==> config.mk <==
export PLATFORM = sky130hd
export DESIGN_NAME = store_buffer
export DESIGN_NICKNAME = d
export VERILOG_FILES = /design/src/rtl/store_buffer.sv
export SDC_FILE = /design/constraint.sdc
export NUM_CORES = 1
export LEC_CHECK = 0
export CAP_MARGIN = 20
export CORE_MARGIN = 5
export CORE_UTILIZATION = 35
export CTS_CLUSTER_DIAMETER = 60
export DETAILED_ROUTE_END_ITERATION = 7
export GPL_ROUTABILITY_DRIVEN = 0
export GPL_TIMING_DRIVEN = 0
export MAX_ROUTING_LAYER = met4
export PLACE_DENSITY = 0.52
export SLEW_MARGIN = 20
export SYNTH_ARGS = -nofsm -noshare
export SYNTH_HDL_FRONTEND = slang
export SYNTH_SLANG_ARGS = --single-unit
==> constraint.sdc <==
create_clock -name clk -period 4.45 [get_ports clk]
set_input_delay 0.89 -clock clk [delete_from_list [all_inputs] [get_ports clk]]
set_output_delay 0.89 -clock clk [all_outputs]
set_load 0.01 [all_outputs]
==> src/rtl/store_buffer.sv <==
// -----------------------------------------------------------------------------
// store_buffer
//
// Decouples the core's store path from memory write latency. Each store
// (stAddr, dOut) issued with stWr is queued in a DEPTH-entry FIFO. Entries
// are drained in issue order, one at a time, over a memReq/memAck handshake.
//
// Optional feature (compile-time macro STORE_FWD_EN): store-to-load
// forwarding. Adds ldAddr, fwdHit and fwdData. fwdData is the data of the
// youngest queued entry, including the in-flight head, whose address
// matches ldAddr. When the macro is undefined, these ports and the
// comparators do not exist.
//
// Ports:
//   clk      in   system clock, rising-edge active
//   reset    in   asynchronous active-high reset
//   dOut     in   store data, DW bits
//   stAddr   in   store address, AW bits, qualified by stWr
//   stWr     in   store issue strobe
//   sbFull   out  DEPTH entries held; the core must stall stores
//   sbEmpty  out  nothing queued and nothing in flight
//   sbOvf    out  sticky: a store was dropped because the buffer was full
//   memReq   out  memory write request
//   memAddr  out  write address, stable while memReq=1
//   memData  out  write data, stable while memReq=1
//   memAck   in   memory accepts the current write at the rising edge
//   ldAddr   in   (STORE_FWD_EN) load address to look up
//   fwdHit   out  (STORE_FWD_EN) some queued entry matches ldAddr
//   fwdData  out  (STORE_FWD_EN) data of the youngest match, 0 when no match
// -----------------------------------------------------------------------------
module store_buffer #(
    parameter int DEPTH = 4,
    parameter int AW    = 16,
    parameter int DW    = 16
) (
    input  logic          clk,
    input  logic          reset,
    input  logic [DW-1:0] dOut,
    input  logic [AW-1:0] stAddr,
    input  logic          stWr,
    output logic          sbFull,
    output logic          sbEmpty,
    output logic          sbOvf,
    output logic          memReq,
    output logic [AW-1:0] memAddr,
    output logic [DW-1:0] memData,
    input  logic          memAck
`ifdef STORE_FWD_EN
    ,
    input  logic [AW-1:0] ldAddr,
    output logic          fwdHit,
    output logic [DW-1:0] fwdData
`endif
);

    localparam int PW = $clog2(DEPTH);
    localparam int CW = $clog2(DEPTH + 1);
    localparam logic [CW-1:0] FULL_CNT = CW'(DEPTH);

    typedef enum logic {IDLE, REQ} state_t;

    state_t        state;
    state_t        stateNext;

    // Entry storage is not reset. Its contents are only meaningful below count.
    logic [AW-1:0] addrMem [DEPTH];
    logic [DW-1:0] dataMem [DEPTH];

    logic [PW-1:0] wrPtr;
    logic [PW-1:0] rdPtr;
    logic [PW-1:0] nextRdPtr;
    logic [CW-1:0] count;

    logic          pushEn;
    logic          popEn;
    logic          reqNext;
    logic          loadHead;
    logic [AW-1:0] headAddrNext;
    logic [DW-1:0] headDataNext;

    assign sbFull    = (count == FULL_CNT);
    assign sbEmpty   = (count == '0);

    // Fullness is judged on the registered count. A pop on the same edge
    // therefore never makes room for a push.
    assign pushEn    = stWr && !sbFull;
    assign popEn     = (state == REQ) && memAck;
    assign nextRdPtr = rdPtr + PW'(1);

    // -------------------------------------------------------------------------
    // Drain FSM: next state and head-register load selection
    // -------------------------------------------------------------------------
    always_comb begin
        stateNext    = state;
        reqNext      = memReq;
        loadHead     = 1'b0;
        headAddrNext = addrMem[rdPtr];
        headDataNext = dataMem[rdPtr];
        case (state)
            IDLE: begin
                if (count != '0) begin
                    stateNext = REQ;
                    reqNext   = 1'b1;
                    loadHead  = 1'b1;
                end
            end
            REQ: begin
                if (memAck) begin
                    if (count > CW'(1)) begin
                        // The next older entry is already stored.
                        loadHead     = 1'b1;
                        headAddrNext = addrMem[nextRdPtr];
                        headDataNext = dataMem[nextRdPtr];
                    end else if (pushEn) begin
                        // The last entry leaves while a new one arrives. The
                        // new head is the store being written on this edge,
                        // so take it straight from the inputs to avoid a bubble.
                        loadHead     = 1'b1;
                        headAddrNext = stAddr;
                        headDataNext = dOut;
                    end else begin
                        stateNext = IDLE;
                        reqNext   = 1'b0;
                    end
                end
            end
            default: begin
                stateNext = IDLE;
                reqNext   = 1'b0;
            end
        endcase
    end

    // -------------------------------------------------------------------------
    // Control and request registers
    // -------------------------------------------------------------------------
    always_ff @(posedge clk or posedge reset) begin
        if (reset) begin
            state   <= IDLE;
            wrPtr   <= '0;
            rdPtr   <= '0;
            count   <= '0;
            memReq  <= 1'b0;
            memAddr <= '0;
            memData <= '0;
            sbOvf   <= 1'b0;
        end else begin
            state  <= stateNext;
            memReq <= reqNext;
            if (loadHead) begin
                memAddr <= headAddrNext;
                memData <= headDataNext;
            end
            if (pushEn) begin
                wrPtr <= wrPtr + PW'(1);
            end
            if (popEn) begin
                rdPtr <= nextRdPtr;
            end
            if (pushEn && !popEn) begin
                count <= count + CW'(1);
            end else if (!pushEn && popEn) begin
                count <= count - CW'(1);
            end
            if (stWr && sbFull) begin
                sbOvf <= 1'b1;
            end
        end
    end

    // -------------------------------------------------------------------------
    // Entry storage write port
    // -------------------------------------------------------------------------
    always_ff @(posedge clk) begin
        if (pushEn) begin
            addrMem[wrPtr] <= stAddr;
            dataMem[wrPtr] <= dOut;
        end
    end

`ifdef STORE_FWD_EN
    // -------------------------------------------------------------------------
    // Store-to-load forwarding. The scan runs from oldest (rdPtr) to youngest.
    // Each later match overrides an earlier one, so the youngest match wins.
    // -------------------------------------------------------------------------
    logic [PW-1:0] scanIdx;

    always_comb begin
        fwdHit  = 1'b0;
        fwdData = '0;
        scanIdx = rdPtr;
        for (int k = 0; k < DEPTH; k++) begin
            scanIdx = rdPtr + PW'(k);
            if ((CW'(k) < count) && (addrMem[scanIdx] == ldAddr)) begin
                fwdHit  = 1'b1;
                fwdData = dataMem[scanIdx];
            end
        end
    end
`endif

endmodule
==> impl_metrics.ini <==
[drt]
avgRoutedWirePerCell_um = 24.32
initialDrtViolationCount = 288
drc = 0
drtAntennaViolNets = 0
firstDrtPassIters = 4
avgViaCountPerCell = 5.704
wirelength_mm = 20.47
vias = 4803

[logic_synthesis]
syn_inst = 454
synthArstFlopShare = 0.2471
synth_area_um2 = 7742
yosysUniqueCellTypes = 33
yosysSeqAreaShare = 0.6322
ys_warn_count = 0
yosys.area.top_type_share = 0.4964
synth_ff_type = edfxtp_1
syn_nets = 499
syn_area_per_cell_um2 = 17.05
synth_edf_count = 128
yosys.area.top_type = edfxtp_1
ys_seq_elements = 170
ys_top_cells_by_area = edfxtp_1 50%, mux4_2 19%, dfrtp_1 14%

[die]
fp-row-count = 54
core_area_um2 = 21820
io_pins = 72
dieArea_um2 = 25200
start_util = 0.3548
fp.dieW_um = 158.7
dieHeight_um = 158.7

[worst_setup_path]
path_depth = 6
path_max_fanout = 10
cp-end-kind = output pin
crit_type = reg2out
path_cells = inv_1 > ha_1 > nor2b_1 > buf_2 > clkbuf_1 > clkdlybuf4s50_1
worstPathRequired_ns = 3.56
r2r.worst_path.cells = 7
max_stage_delay_ns = 0.64
worstSetupStartpointType = flop
path_buf_inv = 4
arrival_ns = 2.66
cp_top_family = buffers and inverters
slowest_stage = clkdlybuf4s50_1

[sta]
rsz0062_at_grt = false
tightest_slew_ns = 0.7288
max_freq_ghz = 0.2814
tns_ns = 0
finalSetupViolations = 0
min_period_over_period = 0.7985
setup_ws_ns = 0.8968
maxSlewViolCount = 0
slew_headroom = 0.5134
skew_ns = 0.009206
hold_viol = 0
min_period_ns = 3.553

[clock_tree]
clk_latency_ns = 0.42
cts_buffers = 17
cts_max_path_buffers = 2
hold_buffers = 0
cts_root_buf = clkbuf_16
clock_sinks = 170
cts_tree = built
htreeDepth = 4
post-cts-setup-buffers = 0
clk_pin_slew_ns = 0.06
post_cts_resized = 0

[power_and_ir_drop]
p_int_w = 0.004344
power_density_nw_per_um2 = 694.2
p_leak_nw = 3.128
p_sw_w = 0.002219
clockPowerShare = 0.208
pwr-share-comb = 0.428
p_sw_frac = 0.3381
vdd_drop_max_mv = 0.3247
seqPwrFrac = 0.364

[final_layout]
ff_latch_area_um2 = 4895
utilization = 0.4332
area_growth_pct = 22.11
mostFrequentLayoutCell = edfxtp_1
num-fill-cells = 1952
finalNonFillerCells = 842
n_antenna_cell = 0
final_net_count = 594
final_layout_size_suffix_gt1_frac = 0.2313
multi_input_area_um2 = 2590
final_cell_mix = 128 x edfxtp_1, 71 x clkdlybuf4s50_1, 64 x mux4_2

[global_routing]
grt_pass1_vias = 5191
grt_pass1_wl_mm = 31.80
grt_overflow = 0
grt_max_degree = 28
grt_use_total = 0.1699
antenna_found_initial = 0

[worst_hold_path]
holdPathStages = 1
hp-class = reg2reg

[place]
dp_hpwl_mm = 13.42
dp_slack_ns = 1.124
port_buffers = 71
dpl.cell_count = 810

[job]
cap_viol_max_count = 0

[outcome]
status = complete, no violations
-- synth_stat cells, types with 2 or more instances --
library cell    n
edfxtp_1      128
mux4_2         64
dfrtp_1        42
a32oi_1        32
nand2_1        31
o21ai_0        28
o22ai_1        27
buf_2          21
clkbuf_1       10
ha_1            9
nor2_1          7
and2_1          6
inv_1           5
nand3_1         5
nand4_1         5
o31ai_1         5
xnor2_1         5
buf_4           3
buf_8           3
buf_6           2
inv_2           2
nor2b_1         2
o32a_1          2
-- logic make-up after synthesis --
group                    after synthesis  synth area share
flip-flops                           170            0.6322
adder cells (fa/ha/maj)                9           0.01454
AND/OR/NAND/NOR                       58           0.03491
XOR/XNOR                               6          0.006787
AO/OA/AOI/OAI                         99           0.09017
buffers and inverters                 47           0.03394
multiplexers                          65            0.1875
-- final cells by class --
| class | count | area share |
|---|---|---|
| buffer | 39 | 0.02462 |
| clock buffer | 28 | 0.05148 |
| clock inverter | 4 | 0.004632 |
| inverter | 8 | 0.003176 |
| multi-input combinational | 237 | 0.2740 |
| sequential | 170 | 0.5177 |
| tap | 280 | 0.03706 |
| timing repair buffer | 76 | 0.08735 |
-- stage by stage --
step	hold slack [ns]	cell area (um2)	power, W
after global placement	0.4423	8803	0.005181
after floorplan	0.4932	7742	0.004199
after detailed placement	0.5007	8924	0.005271
final	0.5067	9454	0.006563
after global routing	0.5192	9454	0.006941
after CTS	0.5188	9454	0.006634
-- power groups by stage --
stage	Clock [W]	Combinational (W)	Sequential (W)
2_1_floorplan	0	0.00178	0.00242
3_3_place_gp	0	0.00277	0.00241
3_5_place_dp	0	0.00285	0.00242
4_1_cts	0.00138	0.00286	0.00239
5_1_grt	0.00145	0.00305	0.00244
6_report	0.00137	0.00281	0.00239
-- worst register-to-register path, stage by stage, from the launching register on --
cell and delay (ns):
dfrtp_1 0.46, inv_1 0.10, ha_1 0.22, and2_1 0.17
nor2b_1 0.11, clkbuf_1 0.27, and2_2 0.61, buf_16 0.25
-- final timing paths --
kind	slack, ns	start	to
max in group asynchronous	2.99	reset	memData[11]$_DFFE_PP0P_
min in group asynchronous	0.92	reset	memAddr[9]$_DFFE_PP0P_
worst min-delay path	0.51	sbOvf$_DFFE_PP0P_	sbOvf$_DFFE_PP0P_
worst max register to register	1.96	count[0]$_DFFE_PP0P_	dataMem[2][11]$_DFFE_PP_
worst max-delay path	0.90	count[0]$_DFFE_PP0P_	sbEmpty
worst min register to register	0.51	sbOvf$_DFFE_PP0P_	sbOvf$_DFFE_PP0P_
-- registers in the layout (all words and copies together), names as in the netlist --
register	cells
state	1
count	3
dataMem	64
sbOvf	1
addrMem	64
memAddr	16
memData	16
wrPtr	2
memReq	1
rdPtr	2
-- routing by layer --
metal	track usage	routed length, um
met1	0.2127	8568
met2	0.2778	10600
met3	0.03992	993
met4	0.04849	312
met5	-	0
No activity file was read; power rests on OpenSTA's default activity.
